## src/rtl/uart_tx.sv

```systemverilog
// Memory-mapped UART transmitter: byte FIFO, programmable bit divisor, level IRQ.
// Optional even-parity bit is compiled in when UART_TX_PARITY_EN is defined.
module uart_tx #(
  parameter int unsigned DEPTH       = 8,
  parameter logic [15:0] DEFAULT_DIV = 16'd433
) (
  input  logic        clk,
  input  logic        rst,
  input  logic [31:2] Addr,
  input  logic        WE,
  input  logic [31:0] Din,
  output logic [31:0] Dout,
  output logic        IRQ,
  output logic        tx
);

  localparam int unsigned AW        = (DEPTH > 1) ? $clog2(DEPTH) : 1;
  localparam logic [4:0]  DEPTH_CNT = 5'(DEPTH);

  typedef enum logic [2:0] {
    IDLE,
    START,
    DATA,
`ifdef UART_TX_PARITY_EN
    PARITY,
`endif
    STOP
  } state_t;

  state_t      state, state_next;
  logic [7:0]  mem [DEPTH];
  logic [AW-1:0] wr_ptr, rd_ptr;
  logic [4:0]  count;
  logic        ovf, en, ie, irq;
  logic [15:0] div, div_lat, baud_cnt;
  logic [7:0]  shift;
  logic [2:0]  bit_idx;
  logic        full, empty, busy, push, load, shift_en, bit_done, tx_next;
  logic        wr_data, wr_status, wr_div, wr_ctrl;
`ifdef UART_TX_PARITY_EN
  logic        parity;
`endif

  logic unused;
  assign unused = ^{Addr[31:4], Din[31:16]};

  assign wr_data   = WE && (Addr[3:2] == 2'd0);
  assign wr_status = WE && (Addr[3:2] == 2'd1);
  assign wr_div    = WE && (Addr[3:2] == 2'd2);
  assign wr_ctrl   = WE && (Addr[3:2] == 2'd3);

  assign full     = (count == DEPTH_CNT);
  assign empty    = (count == '0);
  assign busy     = (state != IDLE);
  assign push     = wr_data && !full;
  assign bit_done = (baud_cnt == div_lat);
  assign IRQ      = irq;

  always_ff @(posedge clk) begin
    if (push) mem[wr_ptr] <= Din[7:0];
  end

  // Push is gated by the pre-edge FULL, so a pop on the same edge never makes room for it.
  always_ff @(posedge clk or posedge rst) begin
    if (rst) begin
      wr_ptr <= '0;
      rd_ptr <= '0;
      count  <= '0;
    end else begin
      if (push) wr_ptr <= wr_ptr + AW'(1);
      if (load) rd_ptr <= rd_ptr + AW'(1);
      case ({push, load})
        2'b10:   count <= count + 5'd1;
        2'b01:   count <= count - 5'd1;
        default: count <= count;
      endcase
    end
  end

  always_ff @(posedge clk or posedge rst) begin
    if (rst) begin
      div <= DEFAULT_DIV;
      en  <= 1'b0;
      ie  <= 1'b0;
      ovf <= 1'b0;
      irq <= 1'b0;
    end else begin
      if (wr_div) div <= Din[15:0];
      if (wr_ctrl) begin
        en <= Din[0];
        ie <= Din[1];
      end
      if (wr_data && full) ovf <= 1'b1;
      else if (wr_status && Din[4]) ovf <= 1'b0;
      irq <= ie & empty & ~busy;
    end
  end

  always_ff @(posedge clk or posedge rst) begin
    if (rst) state <= IDLE;
    else     state <= state_next;
  end

  always_comb begin
    state_next = state;
    tx_next    = tx;
    load       = 1'b0;
    shift_en   = 1'b0;
    case (state)
      IDLE: begin
        tx_next = 1'b1;
        if (en && !empty) begin
          state_next = START;
          load       = 1'b1;
          tx_next    = 1'b0;
        end
      end
      START: begin
        if (bit_done) begin
          state_next = DATA;
          tx_next    = shift[0];
        end
      end
      DATA: begin
        if (bit_done) begin
          if (bit_idx == 3'd7) begin
`ifdef UART_TX_PARITY_EN
            state_next = PARITY;
            tx_next    = parity;
`else
            state_next = STOP;
            tx_next    = 1'b1;
`endif
          end else begin
            shift_en = 1'b1;
            tx_next  = shift[1];
          end
        end
      end
`ifdef UART_TX_PARITY_EN
      PARITY: begin
        if (bit_done) begin
          state_next = STOP;
          tx_next    = 1'b1;
        end
      end
`endif
      STOP: begin
        if (bit_done) begin
          if (en && !empty) begin
            state_next = START;
            load       = 1'b1;
            tx_next    = 1'b0;
          end else begin
            state_next = IDLE;
            tx_next    = 1'b1;
          end
        end
      end
      default: begin
        state_next = IDLE;
        tx_next    = 1'b1;
      end
    endcase
  end

  // Divisor is captured at frame start so DIV writes only affect later frames.
  always_ff @(posedge clk or posedge rst) begin
    if (rst) begin
      tx       <= 1'b1;
      shift    <= '0;
      bit_idx  <= '0;
      baud_cnt <= '0;
      div_lat  <= DEFAULT_DIV;
`ifdef UART_TX_PARITY_EN
      parity   <= 1'b0;
`endif
    end else begin
      tx <= tx_next;
      if (load) begin
        shift    <= mem[rd_ptr];
        div_lat  <= div;
        baud_cnt <= '0;
        bit_idx  <= '0;
`ifdef UART_TX_PARITY_EN
        parity   <= ^mem[rd_ptr];
`endif
      end else begin
        if (state == IDLE || bit_done) baud_cnt <= '0;
        else                           baud_cnt <= baud_cnt + 16'd1;
        if (shift_en) begin
          shift   <= shift >> 1;
          bit_idx <= bit_idx + 3'd1;
        end
      end
    end
  end

  always_comb begin
    Dout = '0;
    case (Addr[3:2])
      2'd1:    Dout = {22'b0, count, ovf, busy, irq, full, empty};
      2'd2:    Dout = {16'b0, div};
      2'd3:    Dout = {30'b0, ie, en};
      default: Dout = '0;
    endcase
  end

endmodule

```

## config.mk

```make
export PLATFORM = sky130hd
export DESIGN_NAME = uart_tx
export DESIGN_NICKNAME = d
export VERILOG_FILES = /design/src/rtl/uart_tx.sv
export SDC_FILE = /design/constraint.sdc
export NUM_CORES = 1
export LEC_CHECK = 0
export CAP_MARGIN = 5
export CORE_ASPECT_RATIO = 2
export CORE_MARGIN = 4
export CORE_UTILIZATION = 46
export CTS_CLUSTER_DIAMETER = 60
export DETAILED_ROUTE_END_ITERATION = 7
export PLACE_DENSITY_LB_ADDON = 0.3
export SYNTH_ARGS = -nofsm -noshare
export SYNTH_HDL_FRONTEND = slang
export SYNTH_SLANG_ARGS = --single-unit
```

## constraint.sdc

```tcl
create_clock -name clk -period 3.95 [get_ports clk]
set_clock_uncertainty 0.05 [all_clocks]
set_input_delay 0.5925 -clock clk [delete_from_list [all_inputs] [get_ports clk]]
set_output_delay 0.5925 -clock clk [all_outputs]
set_load 0.02 [all_outputs]
```

# After elaboration in Yosys (flattened, before gate mapping)
# Memories as Yosys holds them, arrays and structs flattened.
# Cells that the tools add are included.
[op_classes] add_sub_neg=6 multipliers=0 div_mod_pow=0 magnitude_cmp=0 n_eq_ne=16 shift=0 n_mux=31 n_bitwise=3 n_reduce_logical=20
[ops] cell="case mux 16 bit (3 select lines)" n=1
[ops] cell="two-way mux 16 bit" n=2
[ops] cell="two-way mux 3 bit" n=7
[ops] cell="adder 16 x 1 -> 16 bit (second input constant)" n=1
[ops] cell="== test 16 bit" n=1
[ops] cell="two-way mux 8 bit" n=2
[ops] cell="two-way mux 1 bit" n=15
[ops] cell="case mux 3 bit (4 select lines)" n=1
[ops] cell="!= test 2 bit (second input constant)" n=5
[ops] cell="case mux 5 bit (2 select lines)" n=1
[ops] cell="adder 3 x 1 -> 3 bit (second input constant)" n=3
[ops] cell="logical AND 1 bit" n=8
[ops] cell="== test 2 bit (second input constant)" n=3
[ops] cell="== test 3 x 2 -> 1 bit (second input constant)" n=2
[ops] cell="nonzero test 2 bit" n=3
[ops] cell="adder 5 x 1 -> 5 bit (second input constant)" n=1
[ops] cell="== test 5 x 4 -> 1 bit (second input constant)" n=1
[ops] cell="zero test 5 bit" n=1
[ops] cell="AND reduction 5 bit" n=1
[ops] cell="subtractor 5 x 1 -> 5 bit (second input constant)" n=1
[ops] cell="== test 2 x 1 -> 1 bit (second input constant)" n=2
[ops] cell="case mux 1 bit (4 select lines)" n=1
[ops] cell="== test 3 x 1 -> 1 bit (second input constant)" n=1
[ops] cell="== test 3 bit (second input constant)" n=1
[ops] cell="other kinds (9)" n=11
[word_totals] ff_bits=78 latch_bits=0 ramBits=64 rom_bits=0 in_bits=65 output_inout_bits=34 elab_cells=91 memories=1
[memory_table] memory="mem" words=8 word_bits=8 read_ports=1 rd_ports_with_merged_regs=0 write_ports=1 line_no="31" rtl="logic [7:0] mem [DEPTH];"

# Logic depth before layout (Yosys ltp)
# Gate-level depths: netlist of the first run.
[depth] word_depth=8 depth_mapped=14 ltp_nobuf=12

# Worst setup path before layout of the first run
# Ideal clock, no wire load.
[synth_path] path_kind="reg2reg" startpoint="register div_lat[7]" endpoint="register count[4]" setup_ns=0.125 t_arrival_ns=2.655 t_required_ns=3.775 setup_slack_ns=1.120 stages_incl_launch_ff=13 n_path_buf=1 synth_period_minus_slack_ns=2.830 path_cell_list="dfstp_2 xor2_1 nor4_1 nand4_2 o21ai_4 buf_4 ha_1 xor2_1 ha_1 nor2_1 a222oi_1 nor2_1 xor2_1"
[synth_via] elab_chain_cells=5 elab_cells_between_ends=7 classes_between="eq/ne: 3; mux: 3; reduce/logical: 1"
[synth_rtl] item="from (decl)" line_no="35" rtl="logic [15:0] div, div_lat, baud_cnt;"
[synth_rtl] item="from (signal assigned)" line_no="182" rtl="div_lat <= div;"
[synth_rtl] item="== test 16 bit (*)" line_no="56" rtl="assign bit_done = (baud_cnt == div_lat);"
[synth_rtl] item="two-way mux 1 bit (*)" line_no="149" rtl="if (bit_done) begin"
[synth_rtl] item="case mux 1 bit (2 select lines) (*)" line_no="109" rtl="case (state)"
[synth_rtl] item="== test 2 x 1 -> 1 bit or == test 2 bit (tied branches)" line_no="72" rtl="case ({push, load})"
[synth_rtl] item="case mux 5 bit (2 select lines) or nonzero test 2 bit (tied branches)"
[synth_rtl] item="to (signal assigned)" line_no="73" rtl="2'b10: count <= count + 5'd1;"
[synth_rtl] item="to (signal assigned)" line_no="74" rtl="2'b01: count <= count - 5'd1;"
[synth_rtl] item="to (signal assigned)" line_no="75" rtl="default: count <= count;"
[synth_rtl] item="to (decl)" line_no="33" rtl="logic [4:0] count;"
# Every way passes the cells marked *; elsewhere a longest branch is shown, timed or not.
# A chain may end at the register's enable or synchronous reset.

# Worst setup path after layout of the first run
[layout_path] startpoint="input port Addr[2] (netlist bit)" endpoint="output port Dout[8]"
[layout_via] elab_chain_cells=2 elab_cells_between_ends=4 classes_between="eq/ne: 3; mux: 1"
[layout_rtl] item="from (decl)" line_no="9" rtl="input logic [31:2] Addr,"
[layout_rtl] item="== test 2 bit or == test 2 x 1 -> 1 bit (tied branches)" line_no="201" rtl="case (Addr[3:2])"
[layout_rtl] item="case mux 16 bit (3 select lines) (*)" line_no="201"
[layout_rtl] item="to (decl)" line_no="12" rtl="output logic [31:0] Dout,"
# Marks and branches as above.

==> metrics.md, run 1 <==
| Metric | Value |
|---|---|
| Core Region | 0.0135 mm² |
| WL/cell | 19.3 µm |
| Area Growth Syn to Fin | 17.4% |
| Final Power | roughly 0.0050 W |
| Worst path max stage delay | 640 ps |
| Layout Nets | 569 |
| DRC | 0 |
| Number of synthesized register bits | roughly 140 |
| Post-CTS Setup Inserts | 0 |
| Power Dens Cells | 673 mW/mm² |
| Worst min path class | reg2reg |
| Startpoint types | input pin |
| Die Ht | about 170 µm |
| # setup viols final | 0 |
| Non-Filler Instances | 660 |
| Worst-path fanout max | 7 |
| GR peak layer | met2 |
| Worst path required time | 3310 ps |
| Sequential cell area fraction in the yosys report | 0.606 |
| Area of the multi-input gates | 0.00233 mm² |
| Netlist cell types | 45 |
| GRT Total Usage | 0.172 |
| Dpl cells | 628 |
| Actual slew at the worst max-slew pin | 799 ps |
| Vias in the first global route | 3,975 |
| Final min period | ~3400 ps |
| Clk_lat worst skew | 420 ps |
| EDFF count, synth | 64 |
| Register area | 0.00386 mm² |
| Setup TNS | 0 ps |
| Slowest stage cell, crit path | clkdlybuf4s50_1 |
| Fin. max-slew vios | 0 |
| Hold endpoint | div_lat[11] |
| Min-delay src | div_lat[11] |
| Most frequent cells in the layout | 66 x dfrtp_1, 64 x edfxtp_1, 38 x clkdlybuf4s50_1 |
| Initial antenna violation count | 0 |
| Clock Path Buffers | 2 |
| Final hold viol count | 0 |
| RR Startpoint | baud_cnt[6] |
| FFs w/ async S/R, synth | 0.546 |
| Post-route design area | 0.00748 mm² |
| TritonCTS clock tree | built |
| Cell Chain, Critical Path | clkdlybuf4s50_1, nor2b_1, inv_1, o21ai_0, clkdlybuf4s50_1 |
| First-pass GRT wire length | around 21,000 µm |
| Critical path arrival | 2730 ps |
| Crit-path leading delay family | buffers and inverters |
| Crit path buf inv count | 3 |
| IO Port Bufs | 38 |
| CP Capture Type | primary output |
| End-of-flow core utilization | 0.554 |
| Drt first pass iters | 4 |
| Total gr overflow | 0 |
| First DRT Iteration DRCs | 162 |
| Clock tree root buffer cell | clkbuf_16 |
| Period utilisation layout | 0.854 |
| TritonCTS buffer count | 17 |
| Worst IR Drop VDD | 0.304 mV |
| GRT met3 Usage | 0.0338 |
| Final wirelength | 12,700 µm |
| RSZ-0062 raised after global routing | false |
| Ys Warns | 0 |
| Die Width | just over 90 µm |
| Cells after synthesis | 443 |
| Post-cts resize count | 0 |
| Most common cell after layout, fill and taps aside | dfrtp_1 |
| Reg clk slew, reported paths | around 70 ps |
| Via count | 3,629 |
| Largest net degree at the start of global routing | 50 |
| Filler cells | 1,078 |
| Number of antenna cells inserted | 0 |
| Synthesized area | 0.00637 mm² |
| Post-DRT Antenna Nets | 0 |
| End of the worst register-to-register path | count[4] |
| Gpl congestion | 0.847 |
| GR Util met2 | 0.333 |
| Post-DP Area | just under 0.007 mm² |
| Routed vias/inst | 5.50 |
| Slew headroom | 0.466 |
| Setup CP Type | in2out |
| IO Pins | 99 |
| CTS sink count | 141 |
| Fmax achieved | between 200 and 300 MHz |
| R2r worst-path depth | 12 |
| CTS H-tree lvls | 4 |
| Met1 Use GR | 0.168 |
| Dpl hpwl | 9540 µm |
| Avg Synthesized Cell Area | 14.4 µm² |
| Cell repeated most along the worst path | clkdlybuf4s50_1 |
| Layout cells sized above 1 | 0.196 |
| Site row count | 60 |
| Starting Density | 0.472 |
| Main synth FF type | dfrtp_1 |
| Die ar. | 0.0159 mm² |
| Hold_buf cts | 0 |
| Max-cap violation count | 0 |
| Status | complete, no violations |
| FF-to-FF setup slack | 730 ps |
| LEAKAGE | 2.95 nW |
| Hold path depth | 1 |
cell usage after synthesis (2+ instances only):
cell type	number	area, µm²
a21oi_1	5	25.0
a222oi_1	2	20.0
a22o_1	8	70.1
and2_1	8	50.1
and3_1	6	37.5
buf_2	6	30.0
buf_4	17	128
buf_6	2	22.5
clkbuf_1	5	18.8
dfrtp_1	66	1650
dfstp_2	11	289
edfxtp_1	64	1920
ha_1	12	150
inv_1	8	30.0
mux2_1	15	169
mux2_2	25	282
mux2i_1	23	230
mux4_2	16	360
nand2_1	21	78.8
nand2b_1	5	31.3
nand3_1	8	40.0
nand3b_1	2	15.0
nor2_1	28	105
nor2b_1	3	18.8
nor3_1	3	15.0
nor4_1	3	18.8
nor4_2	2	25.0
o21ai_0	12	60.1
o31ai_1	2	15.0
or3_1	3	18.8
xnor2_1	11	96.3
xor2_1	28	245
cell type report:
class / count / share of cell area
Timing Repair Buffer: 47 / 0.0599
Clock buffer: 17 / 0.0569
Multi-Input combinational cell: 277 / 0.312
Inverter: 8 / 0.00401
Sequential cell: 141 / 0.516
Tap cell: 155 / 0.0259
Clock inverter: 15 / 0.0256
layer usage:
layer / part of all wire / vias up
li1: - / 1680
met5: 0 / -
met3: 0.026 / 31
met1: 0.34 / 1845
met4: 0.033 / 0
met2: 0.60 / 73
stage by stage:
stage / worst slack, ps / hold slack, ps
global placement: 679 / 441
floorplan: 1120 / 419
global route: 459 / 474
CTS: 593 / 461
detailed placement: 621 / 446
finish: 576 / 455
flip-flops by register name (all words and copies together) (netlist names):
signal,count
IRQ,1
baud_cnt,16
bit_idx,3
count,5
div,16
div_lat,16
en,1
ie,1
mem,64
ovf,1
rd_ptr,3
shift,8
state,2
tx,1
wr_ptr,3
report_power, final:
part	switching, W	total, W	leakage, nW	internal, W
clock network	0.000723	0.00158	0.298	0.000861
logic	0.000602	0.00127	1.14	0.000663
registers	0.000332	0.00218	1.52	0.00185
how the worst max path moves through the flow:
| stage | start | end | slack [ps] | cells past startpoint |
|---|---|---|---|---|
| after floorplan | div_lat[7] | count[4] | 1120 | 12 |
| after global placement | Addr[2] | Dout[3] | 680 | 5 |
| after detailed placement | Addr[2] | Dout[8] | 620 | 5 |
| after CTS | Addr[2] | Dout[8] | 590 | 5 |
| after global routing | Addr[2] | Dout[3] | 460 | 5 |
| final | Addr[2] | Dout[8] | 580 | 5 |
worst reg2reg max path: stages, from the launching register on:
cell,delay (ps)
dfrtp_1,440
xor2_1,160
nor4_1,530
nand4_2,370
o21ai_4,310
ha_1,280
xor2_1,90
ha_1,220
nand3_1,90
o21ai_0,90
a222oi_1,230
nor2_1,90
xor2_1,140
cell families after synthesis:
kind of cell	Yosys count	share of synthesized area
buffers and inverters	40	0.0373
adders and majority gates	12	0.0236
xor gates and xnor gates	39	0.0536
and+or+nand+nor	96	0.0773
muxes	79	0.163
other	1	0.000588
DFF	141	0.606
AOI/OAI and AO/OA	35	0.0385
No activity file was read; power rests on OpenSTA's default activity.
==> run 2, diff against run 1 <==
--- a/config.mk
+++ b/config.mk
@@ -8,10 +8,9 @@
 export CAP_MARGIN = 5
 export CORE_ASPECT_RATIO = 2
 export CORE_MARGIN = 4
-export CORE_UTILIZATION = 46
-export CTS_CLUSTER_DIAMETER = 60
+export CORE_UTILIZATION = 50
 export DETAILED_ROUTE_END_ITERATION = 7
-export PLACE_DENSITY_LB_ADDON = 0.3
+export PLACE_DENSITY_LB_ADDON = 0.05
 export SYNTH_ARGS = -nofsm -noshare
 export SYNTH_HDL_FRONTEND = slang
 export SYNTH_SLANG_ARGS = --single-unit
==> metrics.md, run 2 (synthesis results as in run 1) <==
| Metric | Value |
|---|---|
| Status | complete, no violations |
| First-pass GRT wire length | 20,700 µm |
| Setup WS pre-CTS | ~570 ps |
| Critical path arrival | 2710 ps |
| Die Width | 87.8 µm |
| Max-cap violation count | 0 |
| TritonCTS buffer count | 17 |
| Clock Power Share | 0.317 |
| Worst-path fanout max | 10 |
| Die Ht | 168 µm |
| Startpoint types | input pin |
| Sw Ratio | 0.315 |
| Via count | 3,611 |
| # setup viols final | 0 |
| Largest net degree at the start of global routing | 47 |
| Total gr overflow | 0 |
| Core Region | 0.0126 mm² |
| Net Switching | 0.00160 W |
| Final hold viol count | 0 |
| Most frequent cells in the layout | 66 x dfrtp_1, 64 x edfxtp_1, 38 x clkdlybuf4s50_1 |
| Slew headroom | 0.417 |
| Min setup slack post-route | 599 ps |
| Site row count | 58 |
| Worst path required time | 3310 ps |
| Final min period | 3350 ps |
| Clock tree root buffer cell | clkbuf_16 |
| Die ar. | 0.0147 mm² |
| Worst IR Drop VDD | 0.358 mV |
| DRC | 0 |
| LEAKAGE | 2.98 nW |
| Fin. max-slew vios | 0 |
| Biggest register | mem |
| Drt first pass iters | 4 |
| Dpl hpwl | 9690 µm |
| Final wirelength | 13,000 µm |
| Clock Path Buffers | 2 |
| IO Port Bufs | 38 |
| Layout Nets | 574 |
| Starting Density | 0.508 |
| CTS sink count | 141 |
| First DRT Iteration DRCs | between 100 and 150 |
| Worst min path class | reg2reg |
| Setup TNS | 0 ps |
| Hold_buf cts | 0 |
| Period utilisation layout | 0.848 |
| RSZ-0062 raised after global routing | false |
| Routed vias/inst | roughly 5.5 |
| Most common cell after layout, fill and taps aside | dfrtp_1 |
| Vias in the first global route | around 3,800 |
| P_int | about 0.0035 W |
| CTS H-tree lvls | 4 |
| Reg clk slew, reported paths | 60 ps |
| Fmax achieved | a little under 300 MHz |
| Actual slew at the worst max-slew pin | 867 ps |
| Seq pwr share | 0.429 |
| Setup CP Type | in2out |
| Number of antenna cells inserted | 0 |
| Post-CTS Setup Inserts | 0 |
| Layout cells sized above 1 | 0.204 |
| WL/cell | 19.8 µm |
| Post-cts resize count | 0 |
| Initial antenna violation count | 0 |
| End-of-flow core utilization | 0.597 |
| Comb power frac | 0.254 |
| Gpl congestion | between 0.8 and 0.9 |
| Non-Filler Instances | 660 |
| Power Dens Cells | just under 700 mW/mm² |
| Max FFs per register | 64 |
| Area Growth Syn to Fin | 17.6% |
| IO Pins | 99 |
| Post-route design area | roughly 0.0075 mm² |
| Dpl cells | 628 |
| TritonCTS clock tree | built |
| GRT Total Usage | 0.193 |
| Clk_lat worst skew | 420 ps |
| CP Capture Type | primary output |
| Post-DP Area | 0.00690 mm² |
| Post-DRT Antenna Nets | 0 |
[run 2: path summary, 6_finish.rpt]
kind	start	to	slack, ps	cells past startpoint
min reg2reg	div_lat[2]	div_lat[2]	460	1
max	Addr[3]	Dout[1]	600	5
min	div_lat[2]	div_lat[2]	460	1
max reg2reg	count[2]	count[4]	770	11
min in group asynchronous	rst	baud_cnt[8]	570	2
max in group asynchronous	rst	div[5]	2470	3
[run 2: routing by layer]
metal | up-vias | global-route usage | part of all wire
li1 | 1676 | - | -
met1 | 1855 | 0.193 | 0.34
met2 | 63 | 0.369 | 0.61
met3 | 17 | 0.0428 | 0.029
met4 | 0 | 0.0728 | 0.022
met5 | - | 0 | 0
[run 2: cell type report]
class                      instances  area [µm²]
sequential                       141        3860
timing repair buffer              52         485
tap                              150         188
clock inverter                    15         176
clock buffer                      17         425
multi-input combinational        277        2330
inverter                           8        31.3
fill                            1010        5050
[run 2: through the flow]
stage / power (W) / hold WS, ps
CTS: 0.00514 / 461
detailed placement: 0.00351 / 448
global route: 0.00535 / 482
global placement: 0.00346 / 443
floorplan: 0.00312 / 419
finish: 0.00507 / 459
[run 2: power by group through the flow]
stage                     Clock, W  Combinational (W)  Sequential, W
after floorplan                  0            0.00109        0.00203
after global placement           0            0.00126        0.00220
after detailed placement         0            0.00130        0.00221
after CTS                  0.00164            0.00131        0.00218
after global routing       0.00171            0.00142        0.00222
final                      0.00161            0.00129        0.00218
[run 2: critical path, cell delays in order]
cell and delay (ps):
clkdlybuf4s50_1 590, nor2b_1 470, buf_4 270, a22o_1 170, clkdlybuf4s50_1 610
==> run 3, diff against run 2 <==
--- a/config.mk
+++ b/config.mk
@@ -8,7 +8,7 @@
 export CAP_MARGIN = 5
 export CORE_ASPECT_RATIO = 2
 export CORE_MARGIN = 4
-export CORE_UTILIZATION = 50
+export CORE_UTILIZATION = 49
 export DETAILED_ROUTE_END_ITERATION = 7
 export PLACE_DENSITY_LB_ADDON = 0.05
 export SYNTH_ARGS = -nofsm -noshare
==> constraint.sdc (replaced) <==
create_clock -name clk -period 2.7 [get_ports clk]
set_clock_uncertainty 0.05 [all_clocks]
set_input_delay 0.405 -clock clk [delete_from_list [all_inputs] [get_ports clk]]
set_output_delay 0.405 -clock clk [all_outputs]
set_load 0.02 [all_outputs]
==> metrics.md, run 3 (synthesis results as in run 1) <==
| Metric | Value |
|---|---|
| Fin. max-slew vios | 0 |
| Power Dens Cells | slightly below 1000 mW/mm² |
| Initial antenna violation count | 0 |
| CTS sink count | 141 |
| Reg clk slew, reported paths | ~70 ps |
| Post-DRT Antenna Nets | 0 |
| Largest net degree at the start of global routing | 32 |
| Starting Density | 0.502 |
| Net Switching | roughly 0.0025 W |
| Layout Nets | 611 |
| Status | complete, no violations |
| Critical path arrival | 2160 ps |
| Final wirelength | ~14,000 µm |
| Slowest stage cell, crit path | clkdlybuf4s50_1 |
| Routed vias/inst | 5.32 |
| Startpoint types | input pin |
| Core Region | about 0.013 mm² |
| Worst min path class | in2async |
| Worst-path fanout max | 10 |
| Drt first pass iters | 5 |
| # setup viols final | 0 |
| Setup CP Type | in2out |
| Area Growth Syn to Fin | 22.5% |
| Setup TNS | 0 ps |
| Worst path required time | roughly 2300 ps |
| Slew headroom | 0.541 |
| Gpl congestion | around 0.78 |
| RR Startpoint | div_lat[11] |
| IO Pins | 99 |
| Die Width | 88.7 µm |
| RSZ-0062 raised after global routing | true |
| Max-cap violation count | 0 |
| Min setup slack post-route | 81.9 ps |
| Worst IR Drop VDD | 0.536 mV |
| Comb power frac | 0.286 |
| Number of antenna cells inserted | 0 |
| Die ar. | 0.0150 mm² |
| Cell Chain, Critical Path | clkdlybuf4s50_1, buf_4, nor2b_1, buf_4, a22o_1, clkdlybuf4s50_1 |
| Most frequent cells in the layout | 66 x dfrtp_1, 64 x edfxtp_1, 50 x buf_4 |
| Seq pwr share | 0.417 |
| Fmax achieved | 382 MHz |
| Hold WS | 218 ps |
| End of the worst register-to-register path | count[4] |
| Clock Power Share | 0.296 |
| Clock tree root buffer cell | clkbuf_16 |
| TritonCTS buffer count | 17 |
| Max FFs per register | 64 |
| Clock Path Buffers | 2 |
| Sw Ratio | 0.326 |
| R2r worst-path depth | 11 |
| CP Capture Type | primary output |
| First-pass GRT wire length | 21,100 µm |
| Setup WS pre-CTS | -182 ps |
| Total gr overflow | 0 |
| Period utilisation layout | 0.970 |
| GRT Total Usage | 0.196 |
| Final hold viol count | 0 |
| TritonCTS clock tree | built |
| Die Ht | 169 µm |
| WL/cell | 19.7 µm |
| Layout cells sized above 1 | 0.265 |
| Dpl hpwl | 10,400 µm |
| DRC | 0 |
| Actual slew at the worst max-slew pin | slightly below 700 ps |
| IO Port Bufs | 38 |
| FF-to-FF setup slack | about 90 ps |
| Site row count | 58 |
| Most common cell after layout, fill and taps aside | dfrtp_1 |
| LEAKAGE | 3.26 nW |
| Filler cells | approximately 1,000 |
| Worst path max stage delay | ~600 ps |
| CTS H-tree lvls | 4 |
| Via count | 3,711 |
| Biggest register | mem |
| Final min period | 2620 ps |
| Hold_buf cts | 0 |
| Vias in the first global route | 3,972 |
| Clk_lat worst skew | 410 ps |
| P_int | between 0.005 and 0.006 W |
| First DRT Iteration DRCs | 185 |
-- run 3: cell count changes in the layout (fill, tap and decap cells not counted), moves of 3 or more --
| cell | change |
|---|---|
| inv_8 | +3 |
| nor4_1 | -3 |
| nor4_2 | +3 |
| dlymetal6s2s_1 | +7 |
| buf_4 | +36 |
| clkdlybuf4s50_1 | -9 |
-- run 3: how the worst max path moves through the flow --
stage	start	to	cells after the start
2_1_floorplan	baud_cnt[2]	count[4]	12
3_3_place_gp	WE	count[4]	12
3_5_place_dp	WE	count[4]	12
4_1_cts	baud_cnt[9]	count[4]	11
5_1_grt	count[1]	count[4]	12
6_report	Addr[3]	Dout[2]	6
-- run 3: worst max-delay path: cells and delay by family --
kind | cells | cell delay [ps]
AOI/OAI and AO/OA | 1 | 150
buffers and inverters | 4 | 1430
and+or+nand+nor | 1 | 170
-- run 3: power by group through the flow --
stage / sequential, W / clock [W] / combinational [W]
final: 0.00314 / 0.00223 / 0.00216
after global routing: 0.00320 / 0.00238 / 0.00238
after CTS: 0.00316 / 0.00229 / 0.00218
after detailed placement: 0.00320 / 0 / 0.00215
after global placement: 0.00319 / 0 / 0.00209
after floorplan: 0.00298 / 0 / 0.00160
-- run 3: per-layer routing --
metal / vias up / routed length [µm] / track usage
met5: - / 0 / 0
met4: 0 / 530 / 0.105
met3: 30 / 326 / 0.0360
met2: 70 / 8310 / 0.372
met1: 1844 / 4570 / 0.190
li1: 1767 / - / -
-- run 3: repair_timing --
action | CTS | global route
pin swaps | 3 | 2
gates resized for setup | 4 | 9
setup endpoints to repair | 3 | 10
setup buffers | 1 | 0
cloned | 0 | 0
-- run 3: cell type report --
class	count	area, µm²	area share
clock inverters	15	148	0.0189
clock buffers	17	425	0.0545
flip-flops and latches	141	3860	0.495
multi-input cells	277	2360	0.303
inverters	8	31.3	0.00401
repair buffers	89	791	0.101
well taps	150	188	0.0240
-- run 3: per-stage QoR --
stage / cell area (µm²) / total power [W] / utilization / instances
2_1_floorplan: 6450 / 0.00458 / - / 458
3_3_place_gp: 7200 / 0.00527 / 0.567 / 664
3_5_place_dp: 7200 / 0.00535 / 0.567 / 664
4_1_cts: 7790 / 0.00763 / 0.613 / 697
5_1_grt: 7810 / 0.00796 / 0.615 / 697
6_report: 7810 / 0.00753 / 0.615 / 697
==> edit (flow settings as in run 1) <==
Compare `count` against `DEPTH_CNT` with >= in place of ==.
--- a/src/rtl/uart_tx.sv
+++ b/src/rtl/uart_tx.sv
@@ -51,3 +51,3 @@
 
-  assign full     = (count == DEPTH_CNT);
+  assign full     = (count >= DEPTH_CNT);
   assign empty    = (count == '0);
Behaviour: same outputs for any inputs over 4 cycles, from zero or initial values and one cycle with rst high; that may be too few to reach the edited logic, so the function may still have changed.
==> edit against run 1 <==
Worst setup slack better by 0.15 ns; routed wire length is 0.51% higher; sequential cell count stayed put; design area is 0.10% higher; first-iteration DRC count is 23% lower; power is 1.0% lower; synthesized cell count is 0.45% higher; synthesized area is 0.16% lower.
==> edit: results (changes against run 1) <==
Grouping stages by cell kind, the critical path spends the most delay in buffers and inverters. The fraction of final layout cells sized beyond drive strength 1 is 22.1% (+2.5 points). The critical path data arrival time came out at 2.58 ns (-0.15 ns). The fraction of synthesized area in multiplexers is 16.0% (-0.33 points). The final instance area came out at 0.00749 mm² (+0.10%). The total wire length after detailed routing is 12,800 µm (+0.51%). The maximum vdd drop is 0.326 mV (+7.2%). The number of non-clock buffers in the layout is 54 (+15%).

The amount of wire on met2 after detailed routing came to 7300 µm (-4.7%). The via count of the routed design was 3,649 (+0.55%). The tightest slew margin relative to the limit came out at 48.5% (+1.9 points). The HPWL reported at the end of detailed placement came out at 9190 µm (-3.7%). The fill cell instance count of the final layout came to 1,127 (+4.5%).

The commonest cells after synthesis are sky130_fd_sc_hd__dfrtp_1, sky130_fd_sc_hd__edfxtp_1, sky130_fd_sc_hd__mux2_2, sky130_fd_sc_hd__nor2_1, sky130_fd_sc_hd__xor2_1. The most critical setup path has its startpoint at Addr[3]. The synthesized-area fraction occupied by ao, oa, aoi and oai cells is 3.64% (-0.21 points).

The routability-driven placement congestion ratio came out at 0.772 (-8.8%). The worst register-to-register path begins at baud_cnt[2]$_DFF_PP0_. The worst min-delay path endpoint is div[4]$_DFFE_PP1P_. The maximum number of pins on one net before global-route repair came out at 35 (-30%). The sequential cell area share came out at 51.6% (-0.052 points). The met3 usage is 4.33% (+0.95 points). The startpoint of the tightest hold check path is div[4]$_DFFE_PP1P_. The total leakage power came out at 0.00297 µW (+0.57%). The wire length of the first global-routing pass came out at 21,100 µm (+1.1%). The proportion of cell area spent on the clock network is 7.70% (-0.54 points).

The switching component of the power was 1590 µW (-4.3%). The number of optimization iterations in the first detailed-route pass was 6 (+2). The depth of the worst register-to-register path is 10 (-2). The portion of the layout cell area used by non-clock buffers came to 6.68% (+0.70 points).

The sum of met3 wire segment lengths after detailed routing was 371 µm (+12%). The number of cells produced by synthesis is 445 (+0.45%). The sequential fraction of the synthesis area is 60.7% (+0.095 points). The final layout net count is 575 (+1.1%). The run finished with clean final reports.

The total area of multi-input combinational cells is 0.00233 mm² (about the same). The met1 track utilization from global routing is 17.9% (+1.1 points). The number of distinct library cells after synthesis came to 47 (+4.4%). The worst slack on hold paths was 0.443 ns (-0.0119 ns). The total global routing track utilization came out at 17.3% (+0.11 points).

The count of cells along the worst hold path is 2 (+1). The cell area after placement is 0.00691 mm² (+0.69%). The wire length on met1 was 4700 µm (+9.3%).

The maximum level of the CTS H-tree is 4 (unchanged). The die outline area came out at 0.0159 mm² (-0.15%). The detailed-route vias per instance is 5.48 (-0.35%). The via count of the first global-routing pass is 3,943 (-0.81%). The peak per-stage delay on the critical path came out at 0.62 ns (-0.02 ns). The post-synthesis share of cell area spent on full adders, half adders and majority gates is 2.36% (+0.0037 points).
==> edit: cell count changes after synthesis, moves of 4 or more <==
cell                              run 1  this run
sky130_fd_sc_hd__clkbuf_1             5        11
sky130_fd_sc_hd__mux2_2              25        32
sky130_fd_sc_hd__xor2_1              28        32
sky130_fd_sc_hd__nor2_1              28        32
sky130_fd_sc_hd__mux2_1              15         6
==> edit: power groups by stage <==
| stage | Combinational [µW] | Clock, µW | Sequential [µW] |
|---|---|---|---|
| 2_1_floorplan | 1070 | 0 | 2020 |
| 3_3_place_gp | 1250 | 0 | 2170 |
| 3_5_place_dp | 1290 | 0 | 2190 |
| 4_1_cts | 1300 | 1600 | 2160 |
| 5_1_grt | 1410 | 1660 | 2200 |
| 6_report | 1270 | 1560 | 2150 |
==> edit: per-stage QoR <==
step                      power [µW]  worst slack (ns)
after detailed placement        3480             0.686
after floorplan                 3080             0.896
after global routing            5280             0.555
final                           4980             0.724
after CTS                       5050             0.674
after global placement          3420             0.663
